--- src/rtl/cnn_stream_pkg.sv ---
// Shared types and constants for the streaming 3x3 convolution layer.
package cnn_stream_pkg;

   typedef enum logic [1:0] {
      StIdle  = 2'd0,
      StLoad  = 2'd1,
      StRun   = 2'd2,
      StFlush = 2'd3
   } state_e;

   localparam int KSIZE = 3;
   localparam int KTAPS = KSIZE * KSIZE;

   // Full-precision width of a 9-tap sum of pixel x coefficient products.
   function automatic int out_width(input int dw, input int fw);
      return dw + fw + 5;
   endfunction

endpackage

--- src/rtl/cnn_stream_layer_if.sv ---
// Pixel-in / result-out stream handshakes of the convolution layer.
interface cnn_stream_layer_if #(
   parameter int DW = 4,
   parameter int FW = 4
);
   localparam int OW = cnn_stream_pkg::out_width(DW, FW);

   logic                 in_valid;
   logic                 in_ready;
   logic [DW-1:0]        in_data;
   logic                 out_valid;
   logic                 out_ready;
   logic signed [OW-1:0] out_data;

   modport master (
      output in_valid, in_data, out_ready,
      input  in_ready, out_valid, out_data
   );

   modport slave (
      input  in_valid, in_data, out_ready,
      output in_ready, out_valid, out_data
   );

endinterface

--- src/rtl/cnn_line_buffer.sv ---
// One image row of delay: a shift register that advances only on accepted pixels.
module cnn_line_buffer #(
   parameter int DEPTH = 6,
   parameter int DW    = 4
) (
   input  logic          clk,
   input  logic          rst_n,
   input  logic          en,
   input  logic [DW-1:0] din,
   output logic [DW-1:0] dout
);

   logic [DW-1:0] mem_q [DEPTH];

   // Shift chain, oldest entry at the far end.
   always_ff @(posedge clk or negedge rst_n) begin
      if (!rst_n) begin
         for (int i = 0; i < DEPTH; i++) mem_q[i] <= '0;
      end else if (en) begin
         mem_q[0] <= din;
         for (int i = 1; i < DEPTH; i++) mem_q[i] <= mem_q[i-1];
      end
   end

   assign dout = mem_q[DEPTH-1];

endmodule

--- src/rtl/cnn_stream_layer.sv ---
// Streaming 3x3 convolution over a raster-order image with a one-deep result register.
module cnn_stream_layer
   import cnn_stream_pkg::*;
#(
   parameter int DW        = 4,
   parameter int FW        = 4,
   parameter int IMG_W     = 6,
   parameter int IMG_H     = 6,
   parameter int IN_SIGNED = 0,
   parameter int RELU      = 0
) (
   input  logic                 clk,
   input  logic                 rst_n,
   input  logic                 start,
   input  logic                 flt_load,
   input  logic signed [FW-1:0] flt_data,
   cnn_stream_layer_if.slave    bus,
   output logic                 busy,
   output logic                 frame_done
);

   localparam int OW = out_width(DW, FW);
   localparam int PW = DW + FW + 1;
   localparam int CW = $clog2(IMG_W);
   localparam int RW = $clog2(IMG_H);
   localparam int KW = $clog2(KTAPS);

   state_e               state_q, state_d;
   logic [KW-1:0]        kidx_q;
   logic signed [FW-1:0] k_q [KTAPS];
   logic [CW-1:0]        col_q;
   logic [RW-1:0]        row_q;
   logic [DW-1:0]        win_q [KSIZE][KSIZE];
   logic [DW-1:0]        new_col [KSIZE];
   logic [DW-1:0]        tap [KTAPS];
   logic [DW-1:0]        lb0_out, lb1_out;
   logic signed [DW:0]   px;
   logic signed [PW-1:0] prod;
   logic signed [OW-1:0] sum, result;
   logic                 out_valid_q;
   logic signed [OW-1:0] out_data_q;
   logic                 accept, complete, last_px, k_we, clr_cnt;

   assign bus.in_ready = (state_q == StRun) && (!out_valid_q || bus.out_ready);
   assign accept       = bus.in_valid && bus.in_ready;
   assign last_px      = (row_q == RW'(IMG_H - 1)) && (col_q == CW'(IMG_W - 1));
   assign complete     = accept && (row_q >= RW'(2)) && (col_q >= CW'(2));

   // State register.
   always_ff @(posedge clk or negedge rst_n) begin
      if (!rst_n) state_q <= StIdle;
      else        state_q <= state_d;
   end

   // Next state plus coefficient-write and counter-clear strobes.
   always_comb begin
      state_d = state_q;
      k_we    = 1'b0;
      clr_cnt = 1'b0;
      unique case (state_q)
         StIdle: begin
            if (start) begin
               state_d = StRun;
               clr_cnt = 1'b1;
            end else if (flt_load) begin
               state_d = StLoad;
               k_we    = 1'b1;
            end
         end
         StLoad: begin
            if (flt_load) begin
               k_we = 1'b1;
               if (kidx_q == KW'(KTAPS - 1)) state_d = StIdle;
            end
         end
         StRun: begin
            if (accept && last_px) state_d = StFlush;
         end
         StFlush: begin
            if (out_valid_q && bus.out_ready) state_d = StIdle;
         end
         default: state_d = StIdle;
      endcase
   end

   // Coefficient store; kidx is 0 whenever the FSM sits in IDLE.
   always_ff @(posedge clk or negedge rst_n) begin
      if (!rst_n) begin
         kidx_q <= '0;
         for (int i = 0; i < KTAPS; i++) k_q[i] <= '0;
      end else if (k_we) begin
         k_q[kidx_q] <= flt_data;
         kidx_q      <= (kidx_q == KW'(KTAPS - 1)) ? '0 : kidx_q + KW'(1);
      end
   end

   // Raster position of the next pixel to be accepted.
   always_ff @(posedge clk or negedge rst_n) begin
      if (!rst_n) begin
         col_q <= '0;
         row_q <= '0;
      end else if (clr_cnt) begin
         col_q <= '0;
         row_q <= '0;
      end else if (accept) begin
         if (col_q == CW'(IMG_W - 1)) begin
            col_q <= '0;
            row_q <= (row_q == RW'(IMG_H - 1)) ? '0 : row_q + RW'(1);
         end else begin
            col_q <= col_q + CW'(1);
         end
      end
   end

   cnn_line_buffer #(.DEPTH(IMG_W), .DW(DW)) u_lb0 (
      .clk  (clk),
      .rst_n(rst_n),
      .en   (accept),
      .din  (bus.in_data),
      .dout (lb0_out)
   );

   cnn_line_buffer #(.DEPTH(IMG_W), .DW(DW)) u_lb1 (
      .clk  (clk),
      .rst_n(rst_n),
      .en   (accept),
      .din  (lb0_out),
      .dout (lb1_out)
   );

   assign new_col[0] = lb1_out;
   assign new_col[1] = lb0_out;
   assign new_col[2] = bus.in_data;

   // Window as it will look once the incoming pixel is shifted in; feeds both MAC and window.
   always_comb begin
      for (int r = 0; r < KSIZE; r++) begin
         for (int c = 0; c < KSIZE; c++) begin
            tap[r*KSIZE+c] = (c < KSIZE - 1) ? win_q[r][c+1] : new_col[r];
         end
      end
   end

   // 3x3 window register, top row oldest.
   always_ff @(posedge clk or negedge rst_n) begin
      if (!rst_n) begin
         for (int r = 0; r < KSIZE; r++)
            for (int c = 0; c < KSIZE; c++) win_q[r][c] <= '0;
      end else if (accept) begin
         for (int r = 0; r < KSIZE; r++)
            for (int c = 0; c < KSIZE; c++) win_q[r][c] <= tap[r*KSIZE+c];
      end
   end

   // Full-precision multiply-accumulate with optional ReLU clamp.
   always_comb begin
      sum  = '0;
      px   = '0;
      prod = '0;
      for (int i = 0; i < KTAPS; i++) begin
         px   = (IN_SIGNED != 0) ? {tap[i][DW-1], tap[i]} : {1'b0, tap[i]};
         prod = PW'(k_q[i]) * PW'(px);
         sum  = sum + OW'(prod);
      end
      result = ((RELU != 0) && sum[OW-1]) ? '0 : sum;
   end

   // Result register; a new result may replace one being consumed in the same cycle.
   always_ff @(posedge clk or negedge rst_n) begin
      if (!rst_n) begin
         out_valid_q <= 1'b0;
         out_data_q  <= '0;
      end else if (complete) begin
         out_valid_q <= 1'b1;
         out_data_q  <= result;
      end else if (bus.out_ready) begin
         out_valid_q <= 1'b0;
      end
   end

   assign bus.out_valid = out_valid_q;
   assign bus.out_data  = out_data_q;
   assign busy          = (state_q != StIdle);
   assign frame_done    = (state_q == StFlush) && out_valid_q && bus.out_ready;

endmodule

--- src/flat_wrapper.sv ---
// flat-port wrapper written by rule: the top's interface ports become plain ports
module cnn_stream_layer_flat import cnn_stream_pkg::*;
#(
   parameter int DW        = 4,
   parameter int FW        = 4,
   parameter int IMG_W     = 6,
   parameter int IMG_H     = 6,
   parameter int IN_SIGNED = 0,
   parameter int RELU      = 0
)
  (clk, rst_n, start, flt_load, flt_data, busy, frame_done, bus_in_valid, bus_in_data, bus_out_ready, bus_in_ready, bus_out_valid, bus_out_data);
  cnn_stream_layer_if #(.DW(DW), .FW(FW)) bus_i ();
  input  logic clk;
  input  logic rst_n;
  input  logic start;
  input  logic flt_load;
  input  logic signed [FW-1:0] flt_data;
  output logic busy;
  output logic frame_done;
  input wire logic [$bits(bus_i.in_valid)-1:0] bus_in_valid;
  input wire logic [$bits(bus_i.in_data)-1:0] bus_in_data;
  input wire logic [$bits(bus_i.out_ready)-1:0] bus_out_ready;
  output wire logic [$bits(bus_i.in_ready)-1:0] bus_in_ready;
  output wire logic [$bits(bus_i.out_valid)-1:0] bus_out_valid;
  output wire logic [$bits(bus_i.out_data)-1:0] bus_out_data;
  assign bus_i.in_valid = bus_in_valid;
  assign bus_i.in_data = bus_in_data;
  assign bus_i.out_ready = bus_out_ready;
  assign bus_in_ready = bus_i.in_ready;
  assign bus_out_valid = bus_i.out_valid;
  assign bus_out_data = bus_i.out_data;
  cnn_stream_layer #(.DW(DW), .FW(FW), .IMG_W(IMG_W), .IMG_H(IMG_H), .IN_SIGNED(IN_SIGNED), .RELU(RELU)) u_core (.clk(clk), .rst_n(rst_n), .start(start), .flt_load(flt_load), .flt_data(flt_data), .bus(bus_i), .busy(busy), .frame_done(frame_done));
endmodule
--- config.mk ---
export PLATFORM = sky130hd
export DESIGN_NAME = cnn_stream_layer_flat
export DESIGN_NICKNAME = d
export VERILOG_FILES = /design/src/rtl/cnn_stream_pkg.sv /design/src/rtl/cnn_stream_layer_if.sv /design/src/rtl/cnn_line_buffer.sv /design/src/rtl/cnn_stream_layer.sv /design/src/flat_wrapper.sv
export SDC_FILE = /design/constraint.sdc
export NUM_CORES = 1
export LEC_CHECK = 0
export CAP_MARGIN = 20
export CORE_AREA = 4 4 266 164
export DETAILED_ROUTE_END_ITERATION = 8
export DIE_AREA = 0 0 270 168
export SLEW_MARGIN = 10
export SYNTH_ARGS = -nofsm -noshare
export SYNTH_HDL_FRONTEND = slang
export SYNTH_HIERARCHICAL = 1
export SYNTH_SLANG_ARGS = --single-unit
--- constraint.sdc ---
create_clock -name clk -period 13.2 [get_ports clk]
set_clock_uncertainty 0.1 [all_clocks]
set_input_delay 3.3 -clock clk [delete_from_list [all_inputs] [get_ports clk]]
set_output_delay 3.3 -clock clk [all_outputs]
set_load 0.01 [all_outputs]
After elaboration in Yosys (flattened, before gate mapping). Cells that the tools add are included.

Register bits after elaboration: 118. Input bits: 14. Output and inout bits: 17. Word-level logic and storage cells: 109.

Add/sub/neg operators: 11. Multipliers: 9. Order comparisons: 4. Equality and inequality tests: 11. Muxes and demuxes: 25. Bitwise logic cells: 1. Reduce and logical (&&, ||, !) cells: 19.

Operators by type and width (number): multiplier 4 x 5 -> 9 bit (9); adder 13 x 9 -> 13 bit (6); bitwise mux 36 bit (1); two-way mux 3 bit (7); demux 4 bit (select 4 bit) (1); two-way mux 2 bit (6); adder 10 x 9 -> 11 bit (1); adder 9 x 9 -> 10 bit (1); logical AND 1 bit (10); two-way mux 4 bit (2); case mux 2 bit (4 select lines) (1); nonzero test 2 bit (4); adder 3 x 1 -> 3 bit, second input constant (2); equality test 3 bit, second input constant (2); >= comparator 3 x 2 -> 1 bit, second input constant (2); two-way mux 1 bit (6); >= comparator 5 bit, second input constant (1); < comparator 5 x 1 -> 1 bit, second input constant (1); inverter 4 -> 5 bit (1); AND reduction 5 bit (1); adder 4 x 1 -> 4 bit, second input constant (1); equality test 2 bit, second input constant (2); equality test 4 bit, second input constant (1); != test 2 x 1 -> 1 bit, second input constant (2); 8 further kinds (9).

Longest topological paths before layout. Gate-level depths: netlist (run 1).

Depth in word-level cells: 9. Mapped depth: 25. Gate-level depth less buffers: 24.

By module. Netlist (run 1), hierarchy kept.

Modules (own cells, without submodules): cnn_stream_layer (times used 1, cells each 1020, area an instance 10132.2 um^2, seq. area each 2152.1 um^2); cnn_line_buffer (times used 2, cells each 55, area an instance 1027.2 um^2, seq. area each 600.6 um^2).

Worst setup path before layout (run 1). OpenSTA, ideal clock, no wires.

Kind: input to register. From: in bus_in_data[1]. To: reg u_core.out_data_q[11], in the netlist u_core/bus.out_data[11]. Library setup time: 0.069 ns. Arrival: 8.826 ns. Data required time: 13.031 ns. Setup slack: 4.205 ns. Stages on the path: 19. Cell sequence: and2_1 fa_1 inv_1 fa_1 fa_1 fa_1 inv_1 fa_1 inv_1 fa_1 fa_1 fa_1 inv_1 ha_1 a21o_1 a21oi_1 o21ai_0 a311o_1 nand3_1.

Cells in the longest elaborated chain, start to end: 2.

Ends and longest elaborated chain: start: declaration (line flat_wrapper.sv:21) `input wire logic [$bits(bus_i.in_data)-1:0] bus_in_data;`; multiplier 4 x 5 -> 9 bit (line cnn_stream_layer.sv:162) `prod = PW'(k_q[i]) * PW'(px);`; adder 13 x 9 -> 13 bit (line cnn_stream_layer.sv:163) `sum = sum + OW'(prod);`; end signal: assignment (line cnn_stream_layer.sv:175) `out_data_q <= result;`; end: declaration (line cnn_stream_layer.sv:41) `logic signed [OW-1:0] out_data_q;`.

Every way passes these cells. A chain may end at the register's enable or synchronous reset.

Worst setup path in the final report (run 1). Same ends and word-level chain as after synthesis.

==> impl_metrics.tcl, run 1 <==
set metrics [dict create \
    status "complete, no violations" \
    worstSetupEndpointType "register" \
    avgSynthCellArea_um2 10.8 \
    p_sw_share_pct 35.3 \
    setup_violations 0 \
    die_w_um 270 \
    grt_first_pass_wirelength_um 46800 \
    top_usage_layer "met1" \
    synth.area.top_cells "fa_1, dfrtp_1, ha_1, inv_1, mux2_4" \
    antenna_found_initial 0 \
    design_power_total_mw 1.82 \
    row_count 58 \
    synthArstFlopShare_pct 100 \
    syn-cell-area_mm2 0.0122 \
    grt.met1_usage_pct 23.0 \
    grt-ovfl-total 0 \
    routed_wl_um 29600 \
    crit-reg2reg-launch "u_core/k_q[3]$_DFFE_PN0P_" \
    drt-pass1-iter-count 5 \
    fin_setup_tns_ps 0 \
    finalCritPeriodShare_pct 72.1 \
    synth-compound-area-share_pct 2.74 \
    synth_fa_ha_area_share_pct 38.1 \
    rrSetupSlack_ps 6080 \
    cts_root_buf "clkbuf_16" \
    grt_use_met3_pct 4.56 \
    synth_top_family_by_area "adder cells" \
    synth_top_cell_by_area "fa_1" \
    worstPathRequired_ps 13470 \
    gp_congestion 0.924 \
    min_period_ps 9520 \
    synth_edf_count 0 \
    regArea_mm2 0.00335 \
    synth_simple_gate_area_share_pct 12.0 \
    power_density_mw_per_mm2 134 \
    p_clk_share_pct 27.7 \
    yosysWarnings 6 \
    drtAntennaViolNets 0 \
    seqPwrFrac_pct 39.3 \
    slew_headroom_pct 32.7 \
    fill_cells 4148 \
    cts_setup_buffers 0 \
    irDropWorstVdd_uv 92.4 \
    synth_xor_area_share_pct 0.862 \
    wire_per_inst_um 17.3 \
    path_common_cell "fa_1" \
    rsz0062_at_grt "no" \
    switchingPower_uw 644 \
    tightest_slew_ps 1010 \
    pwr-share-comb_pct 33.0 \
    worst-setup-path-type "in2reg" \
    layout-drive-gt1-share_pct 10.9 \
    drc_errors 0 \
    critPathSlowestCell "clkdlybuf4s50_1" \
    hold_class "reg2reg" \
    hold_depth 2 \
    grt_max_degree 75 \
    report.final.slew_viol_count 0 \
    synth_top_area_share_pct 28.3 \
    ys_ff_latch 134 \
    cts_tree "done" \
    die_height_um 168 \
    cts_max_path_buffers 2 \
    reg2regPathDepth 20 \
    cts_sinks 134 \
    whs_endpoint "u_core/bus.out_data[10]$_DFFE_PN0P_" \
    place.port_buffers 30 \
    fmax_mhz 105 \
    gr-usage-all-layers_pct 13.7 \
    final_common_cell "inv_1" \
    rr_endpoint "u_core/bus.out_data[11]$_DFFE_PN0P_" \
    start_kind "primary input" \
    synthDistinctLibCells 53 \
    core_area_mm2 0.0413 \
    hp-start "u_core/bus.out_data[10]$_DFFE_PN0P_" \
    multi_input_area_mm2 0.00769 \
    syn_nets 1412 \
    area_growth_pct 11.6 \
    path_clk_slew_ps 70 \
    htreeDepth 4 \
    finalHoldViolCount 0 \
    clk_latency_ps 450 \
    final_cell_mix "inv_1, fa_1, nand2_1, dfrtp_1, ha_1" \
    critical_path.max_fanout 6 \
    vias_per_cell 4.43 \
    synth.area.mux_share_pct 9.34 \
    grt_pass1_vias 7719 \
    worstPathArrival_ps 9790 \
    power.internal_mw 1.18 \
    postSynthCellCount 1130 \
    maxCapViolations 0 \
    p_leak_nw 6.74 \
    path_cells "clkdlybuf4s50_1 > and2_1 > fa_1 > inv_1 > fa_1 > fa_1 > fa_1 > inv_1 > fa_1 > inv_1 > fa_1 > fa_1 > fa_1 > inv_1 > ha_1 > a21o_1 > a21oi_1 > o21ai_0 > a311o_1 > nand3_1" \
    die_area_mm2 0.0454 \
    nNetsFinal 1440 \
    use_met2_pct 16.4 \
    ys_seq_area_share_pct 27.5 \
    hpwl_um 24500 \
    start_util_pct 29.5 \
    cpPeakStageDelay_ps 550 \
    via_count 7586 \
    cts-buffers-inserted 17 \
    fin_util_pct 32.9 \
    cts_hold_buffers 0 \
    drtIter0Drc 564 \
    synthFlopType "dfrtp_1" \
    cts_resized 0 \
    boundaryPins 31 \
]
==> worst max-delay path: cells and delay by family <==
family | cells | cell delay, ps
buf+inv | 5 | 780
compound gates | 4 | 1030
fa+ha+maj | 9 | 4340
simple gates | 2 | 330
==> routing by layer <==
metal	routed length [µm]	vias to the layer above
li1	-	3498
met1	16600	3893
met2	10600	180
met3	2240	15
met4	222	0
met5	0	-
==> kinds of logic (layout without fill, tap and decap cells) <==
kind of cell    Yosys count  count (layout)
compound gates           53              53
xor+xnor                 12              12
fa+ha+maj               268             268
buf+inv                 275             316
flops                   134             134
mux                      88              88
other cells               0               2
simple gates            300             300
==> sequential cells by signal (all words and copies together), names as in the netlist <==
name                  cells
u_core/bus.out_valid      1
u_core/col_q              3
u_core/u_lb1/dout         4
u_core/tap               24
u_core/row_q              3
u_core/kidx_q             4
u_core/state_q            2
u_core/bus.out_data      13
u_core/u_lb0/dout         4
u_core/k_q               36
u_core/u_lb1/mem_q       20
u_core/u_lb0/mem_q       20
==> through the flow <==
stage | hold WS [ps] | setup slack (ps) | instances | area [µm²]
CTS | 390 | 3690 | 1711 | 13600
global placement | 372 | 3290 | 1679 | 13000
floorplan | 368 | 4200 | 1130 | 12200
detailed placement | 373 | 3230 | 1679 | 13000
finish | 387 | 3680 | 1713 | 13600
global route | 415 | 3480 | 1711 | 13600
==> synthesized netlist by cell type (all sizes together) (7+ instances only) <==
cell    count
a21oi      11
nor2       27
ha         96
o21ai      17
nor2b       7
dfrtp     134
mux2       86
buf        16
inv       251
clkbuf      8
and2       71
xnor2       8
nand2b     18
nand2     150
fa        172
==> how the worst max path moves through the flow <==
stage | start | end | slack (ps)
after CTS | bus_in_data[1] | u_core/bus.out_data[11]$_DFFE_PN0P_ | 3690
after global placement | bus_in_data[1] | u_core/bus.out_data[11]$_DFFE_PN0P_ | 3290
after detailed placement | bus_in_data[1] | u_core/bus.out_data[11]$_DFFE_PN0P_ | 3230
after floorplan | bus_in_data[1] | u_core/bus.out_data[11]$_DFFE_PN0P_ | 4200
after global routing | bus_in_data[1] | u_core/bus.out_data[12]$_DFFE_PN0P_ | 3480
final | bus_in_data[1] | u_core/bus.out_data[11]$_DFFE_PN0P_ | 3680
==> power by group through the flow <==
stage / sequential, mW / combinational, mW / clock [mW]
final: 0.716 / 0.601 / 0.505
after global routing: 0.737 / 0.672 / 0.536
after CTS: 0.715 / 0.609 / 0.516
after detailed placement: 0.721 / 0.605 / 0
after global placement: 0.716 / 0.594 / 0
after floorplan: 0.646 / 0.495 / 0
==> final cells by class <==
type | instances | area share [%]
well taps | 540 | 4.97
clock buffers | 18 | 3.23
clock inverters | 14 | 1.26
multi-input cells | 721 | 56.5
flip-flops and latches | 134 | 24.7
inverters | 251 | 6.94
diodes | 2 | 0.0368
repair buffers | 33 | 2.38
Power figures use the tool's default switching activity.
==> run 2, diff against run 1 <==
==> constraint.sdc (replaced) <==
create_clock -name clk -period 9 [get_ports clk]
set_clock_uncertainty 0.1 [all_clocks]
set_input_delay 2.25 -clock clk [delete_from_list [all_inputs] [get_ports clk]]
set_output_delay 2.25 -clock clk [all_outputs]
set_load 0.01 [all_outputs]
==> impl_metrics.tcl, run 2 (synthesis results as in run 1) <==
set metrics [dict create \
    place.port_buffers 30 \
    cts-buffers-inserted 17 \
    cts_resized 0 \
    design_power_total_mw 2.63 \
    start_util_pct 29.5 \
    fmax_mhz 118 \
    hpwl_um 25100 \
    stdcell_count 1714 \
    dp_cells 1683 \
    crit-reg2reg-launch "u_core/k_q[3]$_DFFE_PN0P_" \
    boundaryPins 31 \
    p_leak_nw 6.74 \
    min_period_ps 8460 \
    die_w_um 270 \
    drtAntennaViolNets 0 \
    vias_per_cell 4.43 \
    die_area_mm2 0.0454 \
    gp_congestion 0.911 \
    tightest_slew_ps 1040 \
    rsz0062_at_grt "no" \
    routed_wl_um 30200 \
    final_common_cell "inv_1" \
    slew_headroom_pct 30.9 \
    core_area_mm2 0.0413 \
    worstPathArrival_ps 8720 \
    worstSetupEndpointType "register" \
    largest_register_ff_count 36 \
    worst-setup-path-type "in2reg" \
    fin_setup_tns_ps 0 \
    grt_first_pass_wirelength_um 47900 \
    start_kind "primary input" \
    setup_violations 0 \
    reg2regPathDepth 20 \
    nNetsFinal 1444 \
    seqPwrFrac_pct 40.0 \
    via_count 7597 \
    grt_pass1_vias 7846 \
    worstPathRequired_ps 9260 \
    p_clk_share_pct 26.0 \
    htreeDepth 4 \
    cts_max_path_buffers 2 \
    cts_sinks 134 \
    cts_setup_buffers 0 \
    die_height_um 168 \
    drc_errors 0 \
    irDropWorstVdd_uv 123 \
    top_register "u_core/k_q" \
    path_clk_slew_ps 60 \
    hp-start "u_core/bus.out_data[6]$_DFFE_PN0P_" \
    cts_hold_buffers 0 \
    grt_max_degree 69 \
    pwr-share-comb_pct 34.0 \
    grt-ovfl-total 0 \
    finalCritPeriodShare_pct 93.9 \
    antenna_cells 0 \
    fill_cells 4170 \
    row_count 58 \
    critical_path.max_fanout 3 \
    cts_tree "done" \
    p_sw_share_pct 35.9 \
    status "complete, no violations" \
    power_density_mw_per_mm2 194 \
    gr-usage-all-layers_pct 13.9 \
    final_cell_mix "inv_1, fa_1, nand2_1, dfrtp_1, ha_1" \
    wire_per_inst_um 17.6 \
    hold_class "reg2reg" \
    clk_latency_ps 450 \
    rrSetupSlack_ps 1820 \
    antenna_found_initial 0 \
    finalHoldViolCount 0 \
    drt-pass1-iter-count 5 \
    hold_depth 1 \
    rr_endpoint "u_core/bus.out_data[11]$_DFFE_PN0P_" \
    switchingPower_uw 944 \
    cts_root_buf "clkbuf_16" \
    drtIter0Drc 535 \
    whs_endpoint "u_core/bus.out_data[6]$_DFFE_PN0P_" \
    layout-drive-gt1-share_pct 11.2 \
    power.internal_mw 1.69 \
    report.final.slew_viol_count 0 \
    maxCapViolations 0 \
    area_growth_pct 11.4 \
]
run 2: cell type report:
cell class | instances | area (µm²) | share of cell area [%]
Clock inverter | 11 | 100 | 0.737
Multi-Input combinational cell | 721 | 7690 | 56.6
Tap cell | 540 | 676 | 4.98
Clock buffer | 20 | 467 | 3.44
Sequential cell | 134 | 3350 | 24.7
Timing Repair Buffer | 37 | 354 | 2.61
Inverter | 251 | 943 | 6.95
run 2: worst max-delay path by stage:
stage,start,end,depth (start not counted)
floorplan,bus_in_data[1],u_core/bus.out_data[11]$_DFFE_PN0P_,19
global placement,bus_in_data[3],u_core/bus.out_data[11]$_DFFE_PN0P_,21
detailed placement,bus_in_data[1],u_core/bus.out_data[11]$_DFFE_PN0P_,20
CTS,bus_in_data[1],u_core/bus.out_data[11]$_DFFE_PN0P_,20
global route,bus_in_data[0],u_core/bus.out_data[11]$_DFFE_PN0P_,20
finish,bus_in_data[1],u_core/bus.out_data[11]$_DFFE_PN0P_,20
run 2: metal layers:
layer  up-vias  wire length, µm  GRT usage [%]
li1       3506                -              -
met1      3875            16100           22.2
met2       198            10900           16.8
met3        18             3010           5.88
met4         0              230           2.76
met5         -                0              0
run 2: metrics by stage:
stage / utilization (%) / hold WS (ps) / setup slack [ps] / area [µm²]
floorplan: - / 368 / 1050 / 12200
global placement: 31.5 / 366 / 226 / 13000
detailed placement: 31.5 / 366 / 99.9 / 13000
CTS: 32.9 / 380 / 564 / 13600
global route: 32.9 / 407 / 217 / 13600
finish: 32.9 / 375 / 545 / 13600
run 2: worst max-delay path: stages:
cell and delay [ps]:
clkdlybuf4s50_1 480, and2_1 210, fa_1 540, inv_1 60, fa_1 550, fa_1 440
fa_1 550, inv_1 80, fa_1 500, inv_1 60, fa_1 550, fa_1 440
fa_1 530, inv_1 50, ha_1 260, a21o_1 180, a21oi_1 270, o21ai_0 240
a311o_1 390, nand3_1 80
run 2: power by group through the flow:
stage / clock network (mW) / logic (mW) / registers, mW
2_1_floorplan: 0 / 0.727 / 0.947
3_3_place_gp: 0 / 0.885 / 1.05
4_1_cts: 0.702 / 0.905 / 1.05
5_1_grt: 0.731 / 0.996 / 1.08
3_5_place_dp: 0 / 0.901 / 1.06
6_report: 0.685 / 0.894 / 1.05
==> run 3, diff against run 2 <==
--- a/config.mk
+++ b/config.mk
@@ -5,10 +5,10 @@
 export SDC_FILE = /design/constraint.sdc
 export NUM_CORES = 1
 export LEC_CHECK = 0
-export CAP_MARGIN = 20
 export CORE_AREA = 4 4 266 164
 export DETAILED_ROUTE_END_ITERATION = 8
 export DIE_AREA = 0 0 270 168
+export MAX_ROUTING_LAYER = met4
 export SLEW_MARGIN = 10
 export SYNTH_ARGS = -nofsm -noshare
 export SYNTH_HDL_FRONTEND = slang
==> impl_metrics.tcl, run 3 (synthesis results as in run 1) <==
set metrics [dict create \
    status "complete, no violations" \
    place.port_buffers 30 \
    worstSetupEndpointType "register" \
    fin_area_mm2 0.0136 \
    boundaryPins 31 \
    largest_register_ff_count 36 \
    rr_endpoint "u_core/bus.out_data[11]$_DFFE_PN0P_" \
    path_cells "clkdlybuf4s50_1 > nand2_1 > fa_1 > fa_1 > inv_1 > fa_1 > inv_1 > fa_1 > inv_1 > fa_1 > inv_1 > fa_1 > fa_1 > fa_1 > inv_1 > ha_1 > a21o_1 > a21oi_1 > o21ai_0 > a311o_1 > nand3_1" \
    hold_depth 2 \
    critical_path.max_fanout 6 \
    path_clk_slew_ps 70 \
    start_kind "primary input" \
    cts_resized 0 \
    cts_setup_buffers 0 \
    routed_wl_um 30100 \
    grt-ovfl-total 0 \
    finalCritPeriodShare_pct 93.3 \
    cts_max_path_buffers 2 \
    grt_first_pass_wirelength_um 47600 \
    drtIter0Drc 537 \
    reg2regPathDepth 20 \
    core_area_mm2 0.0413 \
    hold_class "reg2reg" \
    whs_endpoint "u_core/bus.out_data[10]$_DFFE_PN0P_" \
    nNetsFinal 1443 \
    top_register "u_core/k_q" \
    cts-buffers-inserted 17 \
    row_count 58 \
    via_count 7619 \
    dp_cells 1682 \
    crit-reg2reg-launch "u_core/k_q[3]$_DFFE_PN0P_" \
    rsz0062_at_grt "no" \
    cts_root_buf "clkbuf_16" \
    layout-drive-gt1-share_pct 11.2 \
    cpPeakStageDelay_ps 570 \
    cts_sinks 134 \
    fin_setup_tns_ps 0 \
    hp-start "u_core/bus.out_data[10]$_DFFE_PN0P_" \
    die_height_um 168 \
    stdcell_count 1714 \
    drc_errors 0 \
    critical_path_buf_inv_count 6 \
    die_area_mm2 0.0454 \
    cts_tree "done" \
    pre_cts_ws_ps 113 \
    power_density_mw_per_mm2 195 \
    htreeDepth 4 \
    setup_violations 0 \
    hpwl_um 25000 \
    cp_top_family "adder cells" \
    p_leak_nw 6.75 \
    clk_latency_ps 450 \
    design_power_total_mw 2.65 \
    die_w_um 270 \
    critPathSlowestCell "clkdlybuf4s50_1" \
    report.final.slew_viol_count 0 \
    cts_hold_buffers 0 \
    whs_ps 388 \
    finalHoldViolCount 0 \
    gp_congestion 0.920 \
    gr-usage-all-layers_pct 14.3 \
    final_cell_mix "inv_1, fa_1, nand2_1, dfrtp_1, ha_1" \
    irDropWorstVdd_uv 131 \
    min_period_ps 8400 \
    worstPathArrival_ps 8680 \
    placed_cell_area_mm2 0.0130 \
    path_common_cell "fa_1" \
    final_common_cell "inv_1" \
    maxCapViolations 0 \
    fin_util_pct 32.9 \
    vias_per_cell 4.45 \
    rrSetupSlack_ps 1860 \
    grt_max_degree 75 \
    area_growth_pct 11.5 \
    worstPathRequired_ps 9280 \
    start_util_pct 29.5 \
    drt-pass1-iter-count 5 \
    layout_setup_ws_ps 602 \
    antenna_cells 0 \
    worst-setup-path-type "in2reg" \
    slew_headroom_pct 35.6 \
    drtAntennaViolNets 0 \
    wire_per_inst_um 17.6 \
    grt_pass1_vias 7754 \
    fmax_mhz 119 \
    antenna_found_initial 0 \
    tightest_slew_ps 966 \
]
-- run 3: changes by cell type in the layout (fill, tap and decap cells not counted), sizes merged --
| cell | before | now |
|---|---|---|
| clkinv | 4 | 5 |
| clkbuf | 20 | 17 |
| inv | 252 | 258 |
| clkinvlp | 5 | 2 |
| buf | 8 | 7 |
-- run 3: metal layers --
metal | routed length (µm) | GRT usage, % | part of all wire (%)
met3 | 2800 | 6.07 | 9.3
met1 | 16300 | 22.8 | 54
met4 | 185 | 2.33 | 0.61
met5 | 0 | - | 0
met2 | 10800 | 16.2 | 36
-- run 3: worst min-delay path, cell delays in order (launching register included) --
cell,delay [ps]
dfrtp_1,350
nand2_1,50
o31ai_1,50
-- run 3: cell type report --
type	count	area (µm²)
Fill cell	4169	27700
Multi-Input combinational cell	721	7690
Sequential cell	134	3350
Inverter	251	943
Tap cell	540	676
Clock buffer	17	425
Timing Repair Buffer	36	347
Clock inverter	15	161
-- run 3: power breakdown --
part / leakage, nW / internal (mW) / switching, mW
clock: 0.284 / 0.392 / 0.317
combinational: 4.77 / 0.475 / 0.424
sequential: 1.69 / 0.810 / 0.235
-- run 3: worst max-delay path by stage --
stage	start	endpoint	cells after the start
5_1_grt	bus_in_data[3]	u_core/bus.out_data[11]$_DFFE_PN0P_	21
3_5_place_dp	bus_in_data[3]	u_core/bus.out_data[11]$_DFFE_PN0P_	21
4_1_cts	bus_in_data[3]	u_core/bus.out_data[11]$_DFFE_PN0P_	21
2_1_floorplan	bus_in_data[1]	u_core/bus.out_data[11]$_DFFE_PN0P_	19
6_report	bus_in_data[3]	u_core/bus.out_data[11]$_DFFE_PN0P_	21
3_3_place_gp	bus_in_data[3]	u_core/bus.out_data[11]$_DFFE_PN0P_	21
